==> src/rtl/rom_image_loader.sv <==
// rom_image_loader
// Streams a program image into instruction memory and owns the
// instruction-ROM address select mux while the load is running.
// The CPU is held in stall for the whole load and is released into
// a memory image that starts at address 0.
//
// Ports
//   clk, rst_n  rising-edge clock; asynchronous active-low reset
//   start       one-cycle load request, sampled only in IDLE / DONE
//   load_len    number of words to load, sampled with start
//               (values above 2^ADDR_W are clamped to 2^ADDR_W)
//   in_valid    stream word available
//   in_data     stream word
//   in_ready    loader accepts in_data this cycle
//   mem_addr    write address, routed through the mux when sel=1
//   mem_wdata   write data (pass-through of in_data)
//   mem_we      write enable, high on each stream handshake
//   sel         mux select: 1 = loader address, 0 = CPU PC
//   cpu_hold    stalls CPU PC/commit
//   busy        load in progress
//   done        sticky load-complete flag
module rom_image_loader #(
    parameter int ADDR_W = 10,
    parameter int DATA_W = 32
) (
    input  logic              clk,
    input  logic              rst_n,
    input  logic              start,
    input  logic [ADDR_W:0]   load_len,
    input  logic              in_valid,
    input  logic [DATA_W-1:0] in_data,
    output logic              in_ready,
    output logic [ADDR_W-1:0] mem_addr,
    output logic [DATA_W-1:0] mem_wdata,
    output logic              mem_we,
    output logic              sel,
    output logic              cpu_hold,
    output logic              busy,
    output logic              done
);

    localparam logic [ADDR_W:0] FULL = {1'b1, {ADDR_W{1'b0}}};
    localparam logic [ADDR_W:0] ONE  = {{ADDR_W{1'b0}}, 1'b1};

    typedef enum logic [1:0] {IDLE, LOAD, FLUSH, DONE} state_t;

    state_t            state, state_nx;
    logic [ADDR_W:0]   count, count_nx;
    logic [ADDR_W:0]   len_q, len_nx;
    logic [ADDR_W-1:0] addr_q, addr_nx;
    logic              hs;
    logic              last;

    // Status outputs are pure decodes of the state register, so they
    // fall immediately when reset is asserted.
    assign in_ready = (state == LOAD);
    assign sel      = (state == LOAD) || (state == FLUSH);
    assign cpu_hold = (state == LOAD) || (state == FLUSH);
    assign busy     = (state == LOAD) || (state == FLUSH);
    assign done     = (state == DONE);

    assign hs        = in_valid & in_ready;
    assign mem_we    = hs;
    assign mem_wdata = in_data;
    assign mem_addr  = addr_q;
    assign last      = (count == len_q - ONE);

    always_ff @(posedge clk or negedge rst_n) begin
        if (!rst_n) begin
            state  <= IDLE;
            count  <= '0;
            len_q  <= '0;
            addr_q <= '0;
        end else begin
            state  <= state_nx;
            count  <= count_nx;
            len_q  <= len_nx;
            addr_q <= addr_nx;
        end
    end

    always_comb begin
        state_nx = state;
        count_nx = count;
        len_nx   = len_q;
        addr_nx  = addr_q;
        case (state)
            IDLE, DONE: begin
                if (start) begin
                    len_nx   = (load_len > FULL) ? FULL : load_len;
                    count_nx = '0;
                    addr_nx  = '0;
                    state_nx = (load_len == '0) ? DONE : LOAD;
                end
            end
            LOAD: begin
                if (hs) begin
                    count_nx = count + ONE;
                    // The address register freezes on the final word so a
                    // full-memory load never presents address 0 again while
                    // the mux still selects the loader during FLUSH.
                    if (last) state_nx = FLUSH;
                    else      addr_nx  = count_nx[ADDR_W-1:0];
                end
            end
            FLUSH:   state_nx = DONE;
            default: state_nx = IDLE;
        endcase
    end

endmodule

==> config.mk <==
export PLATFORM = sky130hd
export DESIGN_NAME = rom_image_loader
export DESIGN_NICKNAME = d
export VERILOG_FILES = /design/src/rtl/rom_image_loader.sv
export SDC_FILE = /design/constraint.sdc
export NUM_CORES = 1
export LEC_CHECK = 0
export CORE_MARGIN = 2
export CORE_UTILIZATION = 45
export CTS_BUF_LIST = sky130_fd_sc_hd__clkbuf_8
export DETAILED_ROUTE_END_ITERATION = 7
export MAX_ROUTING_LAYER = met4
export PLACE_DENSITY = 0.82
export SKIP_LAST_GASP = 1
export SLEW_MARGIN = 20
export SYNTH_ARGS = -nofsm -noshare
export SYNTH_HDL_FRONTEND = slang
export SYNTH_SLANG_ARGS = --single-unit
==> constraint.sdc <==
create_clock -name clk -period 2.9 [get_ports clk]
set_input_delay 0.435 -clock clk [delete_from_list [all_inputs] [get_ports clk]]
set_output_delay 0.435 -clock clk [all_outputs]
set_load 0.005 [all_outputs]
## After elaboration in Yosys (flattened, before gate mapping)

Cells that the tools add are included.

| word-level totals | value |
|---|---|
| output and inout port bits | 48 |
| register bits | 34 |
| word-level logic and storage cells | 38 |
| input bits | 47 |

| cells by class | value |
|---|---|
| equal/unequal tests | 8 |
| reductions and logical operators | 9 |
| add/subtract/negate cells | 2 |
| bitwise logic cells | 1 |
| multiplexer cells | 13 |
| $lt $le $gt $ge | 1 |

Operator list:

| kind | number |
|---|---|
| 2-to-1 mux 11 bit | 3 |
| 2-to-1 mux 10 bit | 3 |
| one-hot mux 11 bit (2 select lines) | 1 |
| one-hot mux 10 bit (2 select lines) | 1 |
| adder 11 x 1 -> 11 bit (second input constant) | 1 |
| equality test 11 bit | 1 |
| > comparator 11 bit (second input constant) | 1 |
| zero test 11 bit | 1 |
| subtractor 11 x 1 -> 11 bit (second input constant) | 1 |
| 2-to-1 mux 2 bit | 4 |
| one-hot mux 2 bit (3 select lines) | 1 |
| AND reduction 3 bit | 2 |
| equality test 2 bit (second input constant) | 2 |
| != test 2 x 1 -> 1 bit (second input constant) | 2 |
| != test 2 bit (second input constant) | 2 |
| AND reduction 4 bit | 1 |
| equality test 2 x 1 -> 1 bit (second input constant) | 1 |
| zero test 2 bit | 1 |
| AND reduction 2 bit | 1 |
| nonzero test 2 bit | 1 |
| OR reduction 2 bit | 1 |
| bitwise AND 1 bit | 1 |
| logical OR 1 bit | 1 |

## Logic depth before layout (Yosys ltp)

Gate-level depths: netlist (run 1).

| depth | value |
|---|---|
| depth after elaboration | 5 |
| mapped depth | 9 |
| depth with buffers taken out | 8 |

## Worst setup path after synthesis (run 1)

OpenSTA, ideal clock, no wires.

| timing path | value |
|---|---|
| path type | register to register |
| start point | reg len_q[0] |
| end point | reg state[0] |
| slack | 617 ps |
| data required time | 2820 ps |
| arrival | 2203 ps |
| clock period less this slack | 2283 ps |
| library setup time | 80 ps |
| cell stages (with the launch flop) | 10 |
| buffers on the path | 1 |
| cell sequence | dfrtp_1 > inv_1 > ha_1 > or3b_1 > a22o_1 > nor3_2 > nand4_1 > buf_4 > or4_4 > o211ai_2 |

| on the way | value |
|---|---|
| longest elaborated chain between the ends | 4 |

Ends and longest elaborated chain:

| what | RTL line | text |
|---|---|---|
| from (decl) | 49 | `logic [ADDR_W:0] len_q, len_nx;` |
| from (signal assigned) | 77 | `len_q <= len_nx;` |
| subtractor 11 x 1 -> 11 bit | 66 | `assign last = (count == len_q - ONE);` |
| equality test 11 bit | 66 |  |
| != test 2 x 1 -> 1 bit (no source line) | n/a |  |
| AND reduction 3 bit (no source line) | n/a |  |
| to (signal assigned) | 75 | `state <= state_nx;` |
| to (decl) | 47 | `state_t state, state_nx;` |

Every way passes these cells.
A chain may end at the register's enable or synchronous reset.

## Worst setup path in the final report (run 1)

| timing path | value |
|---|---|
| start point | reg len_q[0] |
| end point | reg state[1] |

The elaborated chain is that of the path after synthesis.

==> results of run 1 <==
==> power by group through the flow <==
stage          logic (uW)  registers [uW]  clock network (uW)
2_1_floorplan        1050             678                   0
3_3_place_gp         1380             739                   0
3_5_place_dp         1410             740                   0
4_1_cts              1420             735                 452
5_1_grt              1560             756                 470
6_report             1420             739                 446
==> per-stage QoR <==
| stage | area [um2] | utilization, % | hold slack, ns | power [uW] | cells |
|---|---|---|---|---|---|
| 2_1_floorplan | 2429 | - | 0.1394 | 1727 | 271 |
| 3_3_place_gp | 2557 | 49.44 | 0.4876 | 2122 | 330 |
| 3_5_place_dp | 2557 | 49.44 | 0.4838 | 2151 | 330 |
| 4_1_cts | 2670 | 51.62 | 0.5051 | 2607 | 337 |
| 5_1_grt | 2673 | 51.67 | 0.5361 | 2788 | 337 |
| 6_report | 2673 | 51.67 | 0.5039 | 2607 | 337 |
==> Yosys cell counts, drive strengths merged, types with 6 or more instances <==
cell and instances:
dfrtp 34, nand3 11, nand2b 15, clkbuf 11
xnor2 11, o21ai 14, and3 6, buf 38
a21o 7, a22o 11, nor3 13, nand2 17
inv 6, xor2 10, nor2 14
==> layout make-up <==
type,instances,area share [%]
clock inverters,1,1.124
inverters,6,0.8427
multi-input cells,182,46.35
well taps,70,3.277
clock buffers,6,3.090
repair buffers,38,13.48
flip-flops and latches,34,31.84
==> per-layer routing <==
| metal | global-route usage, % | share of wire [%] | wire (um) |
|---|---|---|---|
| met5 | - | 0 | 0 |
| met4 | 8.393 | 2.0 | 104 |
| met2 | 29.65 | 47 | 2501 |
| met1 | 24.76 | 45 | 2380 |
| met3 | 3.837 | 6.4 | 340 |
==> worst max-delay path: cells and delay by family (launching register included) <==
| family | cells | cell delay, ns |
|---|---|---|
| AO/OA/AOI/OAI | 1 | 0.25 |
| adder cells (fa/ha/maj) | 1 | 0.22 |
| buffers and inverters | 1 | 0.09 |
| flip-flops | 1 | 0.43 |
| AND/OR/NAND/NOR | 5 | 1.60 |
==> cell usage in the layout, fill, tap and decap left out, types with 2 or more instances in the layout <==
master,synthesis,layout
a22o_1,11,11
and2_1,2,2
nand2_1,17,17
xnor2_1,11,11
a21oi_1,5,5
nor2_1,14,14
a221o_1,3,3
nor4_1,4,4
nor3_1,12,12
o21a_1,2,2
inv_1,6,6
nand4_1,3,3
and3_1,6,6
mux2i_1,4,4
nand3_1,11,11
dfrtp_1,34,34
xor2_1,10,10
buf_4,35,8
o22ai_1,2,2
ha_1,5,5
o211ai_1,3,3
o21ai_0,13,13
clkbuf_8,0,6
a21o_1,7,7
clkdlybuf4s50_1,0,30
nand2b_1,15,15
==> flip-flops by register name, summed over array words and instances (netlist names) <==
register  cells
count        11
len_q        11
mem_addr     10
state         2
==> final timing paths <==
check                                              from                       to  slack (ns)  depth (start not counted)
min in group asynchronous                         rst_n     len_q[2]$_DFFE_PN0P_        0.55                          2
worst max-delay path               len_q[0]$_DFFE_PN0P_     state[1]$_DFFE_PN0P_        0.25                          8
worst min register to register  mem_addr[9]$_DFFE_PN0P_  mem_addr[9]$_DFFE_PN0P_        0.50                          1
max in group asynchronous                         rst_n     len_q[4]$_DFFE_PN0P_        2.04                          2
worst min-delay path            mem_addr[9]$_DFFE_PN0P_  mem_addr[9]$_DFFE_PN0P_        0.50                          1
worst max register to register     len_q[0]$_DFFE_PN0P_     state[1]$_DFFE_PN0P_        0.25                          8
==> cell families (layout without fill, tap and decap cells) <==
logic type	count (synthesis)	count (layout)
adders and majority gates	5	5
buffers and inverters	55	51
DFF	34	34
xor gates and xnor gates	21	21
and+or+nand+nor	94	94
AOI/OAI and AO/OA	57	57
muxes	5	5
==> flow_summary_export.csv, run 1 <==
group,metric,value,unit
yosys,syn-num-nets,323,
placed_design,gp_congestion,0.8977,
placed_design,pre_cts_ws,0.2457,ns
yosys,yosys_warnings,0,
timing,maxSlewHeadroom,62.72,%
timing,fin_skew,0.007159,ns
routing,first_iter_violations,120,
finish,nets,319,
yosys,ys_seq_area_share,35.03,%
yosys,synth_cells,271,
routing,viasPerCell,5.638,
power,seq_power_share,28.4,%
cts,hold_buffers,0,
grt,grt_pass1_wl,9.059,mm
floorplan,io_pins,95,
yosys,synthMuxAreaShare,2.112,%
yosys,synth-simple-area-share,21.07,%
finish,drive_gt1_share,8.614,%
grt,grt_pass1_vias,1915,
timing,final-hold-violation-count,0,
power,power_density,975.6,nW/um2
grt,antenna_found_initial,0,
job,cap_violations,0,
routing,dr.pass1.iters,5,
floorplan,placeableCoreArea,5172,um2
routing,avgRoutedWirePerCell,15.81,um
floorplan,die_area,6001,um2
worst_setup_path,criticalPathCategory,"flip-flop to flip-flop",
cts,cts_resized,0,
power,power_switching,1101,uW
cts,cts_buffers,5,
yosys,postSynth.asyncResetShare,100.0,%
floorplan,start_util,46.95,%
yosys,synthAdderAreaFrac,2.576,%
grt,grt.overflow.total,0,
worst_setup_path,endpoint_kind,"flip-flop",
cts,post_cts_buffers,0,
timing,fin_crit,2.647,ns
timing,setup_viol,0,
worst_setup_path,max_stage_delay,0.62,ns
power,power.share.clock,17.1,%
status,status,"finished clean",
cts,clk_pin_slew,0.07,ns
yosys,post_synth.cell_area_avg,8.962,um2
yosys,synth_top_family_by_area,"simple AND/OR/NAND/NOR gates",
routing,antenna_left,0,
timing,rsz0062_at_grt,"no",
finish,diodes,0,
timing,tightest_slew,0.5578,ns
hold_path,hold_path.class,"flip-flop to flip-flop",
floorplan,die_x,77.47,um
power,combPwrFrac,54.6,%
timing,fmax,377.9,MHz
finish,nFillCells,481,
yosys,synth_area_leader_cell,"dfrtp_1",
yosys,synth_compound_area_share,17.57,%
worst_setup_path,cp-start-kind,"flip-flop",
routing,remaining_drc_errors,0,
finish,seq_area,850.8,um2
power,irDropWorstVdd,997.4,uV
yosys,netlist_top_cells_area,"dfrtp_1 (35%), buf_4 (11%), a22o_1 (4.0%)",
timing,tns,0,ns
placed_design,port_buffers,30,
worst_setup_path,worstPathMaxFanout,7,
cts,clock-sinks,34,
power,p_leak,0.001158,uW
cts,cts_root_buffer,"clkbuf_8",
power,p_int,1506,uW
worst_setup_path,critical_path_arrival,2.88,ns
timing,final.period_utilization,91.26,%
yosys,synth.top_cell.area_share,35.03,%
worst_setup_path,cp_cell_sequence,"inv_1 > ha_1 > or3b_1 > a22o_1 > nor3_2 > nand4_1 > or4_1 > nand3_1",
yosys,yosys_register_bits,34,
cts,clockBufferDepth,2,
yosys,synthFlopType,"dfrtp_1",
worst_setup_path,required,3.13,ns
grt,grt_max_degree,35,
power,swShare,42.23,%
routing,num_vias,1900,
grt,grt_usage,19.27,%
placed_design,dp_hpwl,3.918,mm
yosys,synth_edf_count,0,
floorplan,rows,26,
timing,drv_slew,0,
routing,wl,5.327,mm
finish,syn2layout_area_growth,10.05,%
finish,multi_input_area,1239,um2
timing,setup_ws,0.2535,ns
cts,h-tree-depth,2,
floorplan,die_h,77.47,um
yosys,synth_xor_area_share,7.573,%
yosys,synth_area,2429,um2
yosys,synthDistinctLibCells,48,
cts,clk_latency,0.29,ns
worst_setup_path,slowest_stage,"or4_1",
cts,cts_tree,"yes",
Note: power is estimated with default switching activity, not from simulation.
==> run 2: changes to the inputs <==
CORE_UTILIZATION = 41   (was 45)
GPL_TIMING_DRIVEN = 0   (was default)
PLACE_DENSITY = 0.79   (was 0.82)
clock period = 2.4 ns   (was 2.9 ns; I/O delays follow)
==> run 2 against run 1 <==
Compared with the run above: the flow now finishes with violations (setup timing); critical path depth rose by 1; cell count rose by 24%; register-to-register slack got worse by 0.25 ns; first-iteration DRC count rose by 46%; non-clock buffer count rose by 76; clock power barely moved; die area rose by 9.2%; cell area rose by 26%; setup slack got worse by 0.25 ns.
==> flow_summary_export.csv, run 2 (same netlist as run 1, synthesis figures left out) <==
group,metric,value,unit
timing,setup_ws,-0.0001519,ns
worst_setup_path,required,2.61,ns
routing,avgRoutedWirePerCell,15.05,um
worst_setup_path,rr_startpoint,"len_q[0]$_DFFE_PN0P_",
cts,h-tree-depth,2,
grt,antenna_found_initial,0,
floorplan,die_area,6555,um2
grt,grt_pass1_vias,2136,
hold_path,worst_hold_startpoint,"mem_addr[7]$_DFFE_PN0P_",
floorplan,die_x,80.97,um
grt,grt_usage,20.32,%
cts,cts_root_buffer,"clkbuf_8",
routing,remaining_drc_errors,0,
worst_setup_path,cp-start-kind,"flip-flop",
hold_path,hold_path.class,"flip-flop to flip-flop",
grt,grt.overflow.total,0,
job,cap_violations,0,
cts,cts_tree,"yes",
worst_setup_path,endpoint_kind,"flip-flop",
floorplan,die_h,80.97,um
timing,final.period_utilization,100.0,%
timing,tightest_slew,0.4243,ns
cts,clockBufferDepth,2,
timing,setup_viol,1,
routing,wl,6.304,mm
hold_path,whs_path_depth,1,
hold_path,whs_endpoint,"mem_addr[7]$_DFFE_PN0P_",
timing,maxSlewHeadroom,71.56,%
worst_setup_path,criticalPathCategory,"flip-flop to flip-flop",
finish,layout_commonest_cell,"clkdlybuf4s50_1",
power,irDropWorstVdd,919.1,uV
floorplan,start_util,41.76,%
finish,final_cell_mix,"clkdlybuf4s50_1 (60), buf_4 (38), dfrtp_1 (33), nand2_1 (16), nand2b_1 (15)",
finish,nFillCells,525,
routing,num_vias,2277,
timing,final-hold-violation-count,0,
timing,fin_skew,0.006027,ns
worst_setup_path,reg2reg_slack,-0.0002,ns
timing,fmax,416.6,MHz
finish,drive_gt1_share,21.80,%
timing,fin_crit,2.400,ns
routing,dr.pass1.iters,4,
worst_setup_path,r2r_cells,9,
timing,hold_ws,0.5071,ns
placed_design,dp_hpwl,4.685,mm
grt,grt_pass1_wl,10.02,mm
power,power_density,1007,nW/um2
finish,nets,395,
routing,viasPerCell,5.434,
grt,grt_max_degree,21,
cts,clk_pin_slew,0.07,ns
worst_setup_path,critical_path_arrival,2.61,ns
routing,antenna_left,0,
finish,syn2layout_area_growth,38.95,%
timing,rsz0062_at_grt,"yes",
worst_setup_path,worstPathMaxFanout,7,
finish,diodes,0,
status,violations,"setup timing",
placed_design,gp_congestion,0.8724,
worst_setup_path,rr_endpoint,"state[0]$_DFFE_PN0P_",
power,p_total,3399,uW
cts,cts_buffers,5,
cts,clock-sinks,34,
routing,first_iter_violations,175,
floorplan,io_pins,95,
status,status,"finished with violations",
timing,drv_slew,0,
placed_design,port_buffers,61,
power,p_leak,0.001486,uW
floorplan,placeableCoreArea,5816,um2
floorplan,rows,28,
cts,clk_latency,0.29,ns
## run 2: changes by cell type in the layout (fill, tap and decap cells not counted), moves of 2 or more
cell / change
buf_2: +3
buf_4: +30
clkbuf_1: +8
clkdlybuf4s50_1: +30
ha_1: -2
ha_4: +2
inv_2: +2
nor3_1: -3
nor3_2: +3
## run 2: how the worst max path moves through the flow
stage                     slack [ns]                      end  cells past startpoint                  from
after global placement         -0.29  mem_addr[0]$_DFFE_PN0P_                      9  state[1]$_DFFE_PN0P_
after global routing            -0.1     state[0]$_DFFE_PN0P_                      9  len_q[1]$_DFFE_PN0P_
after floorplan                 0.12     state[0]$_DFFE_PN0P_                      9  len_q[0]$_DFFE_PN0P_
final                        -0.0002     state[0]$_DFFE_PN0P_                      9  len_q[0]$_DFFE_PN0P_
after detailed placement       -0.32  mem_addr[0]$_DFFE_PN0P_                      9  state[1]$_DFFE_PN0P_
after CTS                    -0.0007  mem_addr[8]$_DFFE_PN0P_                      7  len_q[2]$_DFFE_PN0P_
## run 2: final cells by class
cell class / count / area [um2] / share of cell area (%)
clock buffer: 6 / 82.58 / 2.447
clock inverter: 2 / 8.758 / 0.2595
inverter: 6 / 22.52 / 0.6674
sequential: 34 / 852.1 / 25.25
timing repair buffer: 66 / 665.6 / 19.73
buffer: 48 / 326.6 / 9.677
tap: 75 / 93.84 / 2.781
multi-input combinational: 182 / 1323 / 39.19
## run 2: per-layer routing
layer,track usage [%],vias to the layer above,share of wire (%)
met5,-,-,0
met4,7.288,0,1.5
met2,33.22,105,50
met1,25.54,1088,42
met3,3.222,12,5.7
li1,-,1072,-
## run 2: metrics by stage
stage          setup slack [ns]  area [um2]  setup TNS (ns)  instances  utilization (%)
6_report             -0.0001519        3374      -0.0001519        419            58.03
5_1_grt                -0.09865        3374         -0.1370        419            58.03
4_1_cts              -0.0007430        3309      -0.0007430        418            56.91
3_5_place_dp            -0.3243        3156          -4.703        408            54.26
3_3_place_gp            -0.2851        3133          -4.141        407            53.87
2_1_floorplan            0.1169        2429               0        271                -
## run 2: report_power, final
group	switching, uW	internal, uW
Sequential	161	705
Combinational	1120	973
Clock	217	227
Total	1490	1910
## run 2: what timing repair did
action / in CTS / in global routing
endpoints found under the hold margin: 14 / 0
pin swaps: 2 / 1
resized for setup: 12 / 16
setup endpoints to repair: 22 / 22
setup buffers: 2 / 1
hold buffers: 1 / 0
## run 2: critical path, stage by stage, from the launching register on
cell and delay (ns):
dfrtp_2 0.44, inv_2 0.08, ha_4 0.15, or3b_4 0.38, a22o_1 0.25, nor3_2 0.12, nand4_1 0.16, buf_6 0.18
or4_4 0.48, o211ai_2 0.08
==> run 3: changes to the inputs <==
CORE_MARGIN = default   (was 2)
CORE_UTILIZATION = 45   (was 41)
HOLD_SLACK_MARGIN = 0.06   (was default)
PLACE_DENSITY = 0.82   (was 0.79)
clock period = 2.3 ns   (was 2.4 ns; I/O delays follow)
==> run 3 against run 2 <==
Compared with the run above: the run still ends with setup timing left; cell count increased by 0.95%; combinational power increased by 19%; die area down 13%; flip-flop and latch count is the same; largest power group unchanged.
==> flow_summary_export.csv, run 3 (same netlist as run 1, synthesis figures left out) <==
group,metric,value,unit
worst_setup_path,cp_cell_sequence,"inv_2 > ha_4 > or3b_4 > a22o_1 > nor3_2 > nand4_1 > buf_6 > or4_4 > o211ai_2",
placed_design,port_buffers,61,
routing,dr.pass1.iters,4,
finish,final_cell_mix,"clkdlybuf4s50_1 (60), buf_4 (48), dfrtp_1 (33), nand2_1 (16), nand2b_1 (15)",
finish,drive_gt1_share,24.65,%
cts,cts_buffers,5,
finish,layout_commonest_cell,"clkdlybuf4s50_1",
floorplan,die_x,75.47,um
finish,syn2layout_area_growth,43.38,%
finish,nets,404,
power,p_leak,0.001539,uW
timing,fmax,426.2,MHz
timing,drv_slew,0,
worst_setup_path,criticalPathCategory,"flip-flop to flip-flop",
timing,setup_ws,-0.04614,ns
timing,tightest_slew,0.4438,ns
routing,viasPerCell,5.430,
routing,remaining_drc_errors,0,
placed_design,gp_congestion,0.8889,
worst_setup_path,max_stage_delay,0.48,ns
timing,setup_viol,1,
timing,fin_skew,0.006590,ns
routing,antenna_left,0,
placed_design,dp_hpwl,4.556,mm
timing,rsz0062_at_grt,"yes",
finish,final_cells,423,
grt,antenna_found_initial,0,
placed_design,place_inst,403,
finish,final_core_util,67.75,%
worst_setup_path,endpoint_kind,"flip-flop",
power,p_total,3854,uW
finish,diodes,0,
floorplan,die_area,5695,um2
hold_path,hold_path.class,"flip-flop to flip-flop",
floorplan,start_util,47.25,%
status,status,"finished with violations",
routing,avgRoutedWirePerCell,15.70,um
cts,h-tree-depth,2,
timing,maxSlewHeadroom,70.41,%
worst_setup_path,critical_path_arrival,2.56,ns
job,cap_violations,0,
worst_setup_path,required,2.52,ns
floorplan,io_pins,95,
cts,clk_pin_slew,0.07,ns
hold_path,worst_hold_startpoint,"mem_addr[7]$_DFFE_PN0P_",
cts,cts_root_buffer,"clkbuf_8",
timing,final.period_utilization,102.0,%
cts,clockBufferDepth,2,
cts,clock-sinks,34,
timing,fin_crit,2.346,ns
timing,hold_ws,0.5042,ns
worst_setup_path,cp-start-kind,"flip-flop",
power,power_density,1107,nW/um2
routing,num_vias,2297,
grt,grt_usage,25.57,%
worst_setup_path,worstPathMaxFanout,6,
status,violations,"setup timing",
floorplan,die_h,75.47,um
grt,grt_max_degree,20,
routing,first_iter_violations,176,
grt,grt_pass1_vias,2203,
worst_setup_path,rr_startpoint,"len_q[0]$_DFFE_PN0P_",
timing,final-hold-violation-count,0,
cts,cts_tree,"yes",
grt,grt.overflow.total,0,
power,irDropWorstVdd,1268,uV
floorplan,rows,26,
floorplan,placeableCoreArea,5140,um2
grt,grt_pass1_wl,10.42,mm
cts,clk_latency,0.29,ns
routing,wl,6.641,mm
worst_setup_path,slowest_stage,"or4_4",
worst_setup_path,critPathLaunch,"len_q[0]$_DFFE_PN0P_",
[run 3: power breakdown]
group | total [uW] | leakage [uW] | switching (uW) | internal [uW]
clock | 463 | 0.0000524 | 225 | 237
combinational | 2480 | 0.00103 | 1300 | 1180
sequential | 911 | 0.000453 | 175 | 735
[run 3: metal layers]
layer	share of wire, %	GRT usage [%]
met1	42	31.57
met2	51	41.87
met3	5.7	4.365
met4	2.1	10.08
met5	0	-
[run 3: what timing repair did]
item,4_1_cts,5_1_grt
endpoints found under the hold margin,15,0
resized for setup,22,12
setup buffers,7,6
pin swaps,5,5
endpoints found under the setup margin,23,26
hold buffers,1,0
[run 3: worst max-delay path: cells and delay by family, from the launching register on]
kind	cells	cell delay, ns
adders and majority gates	1	0.14
and+or+nand+nor	4	1.14
AOI/OAI and AO/OA	2	0.30
buffers and inverters	2	0.25
DFF	1	0.43
[run 3: path summary, 6_finish.rpt]
kind                            slack, ns                       to  cells after the start
max in group asynchronous            1.32     len_q[0]$_DFFE_PN0P_                      3
worst min register to register       0.50  mem_addr[7]$_DFFE_PN0P_                      1
min in group asynchronous            0.53     state[0]$_DFFE_PN0P_                      2
worst min-delay path                 0.50  mem_addr[7]$_DFFE_PN0P_                      1
worst max register to register      -0.05     state[0]$_DFFE_PN0P_                      9
worst max-delay path                -0.05     state[0]$_DFFE_PN0P_                      9
[run 3: metrics by stage]
stage	cell area (um2)	setup TNS, ns	setup WS (ns)
finish	3482	-0.04614	-0.04614
global route	3482	-0.4268	-0.1280
CTS	3382	-0.06122	-0.04992
detailed placement	3149	-7.410	-0.4376
global placement	3127	-7.153	-0.4004
floorplan	2429	0	0.01687
[run 3: final cells by class]
class	count	area, um2
Inverter	6	22.52
Fill cell	419	1658
Multi-Input combinational cell	182	1361
Timing Repair Buffer	76	740.7
Tap cell	70	87.58
Sequential cell	34	852.1
Buffer	47	326.6
Clock buffer	6	82.58
Clock inverter	2	8.758
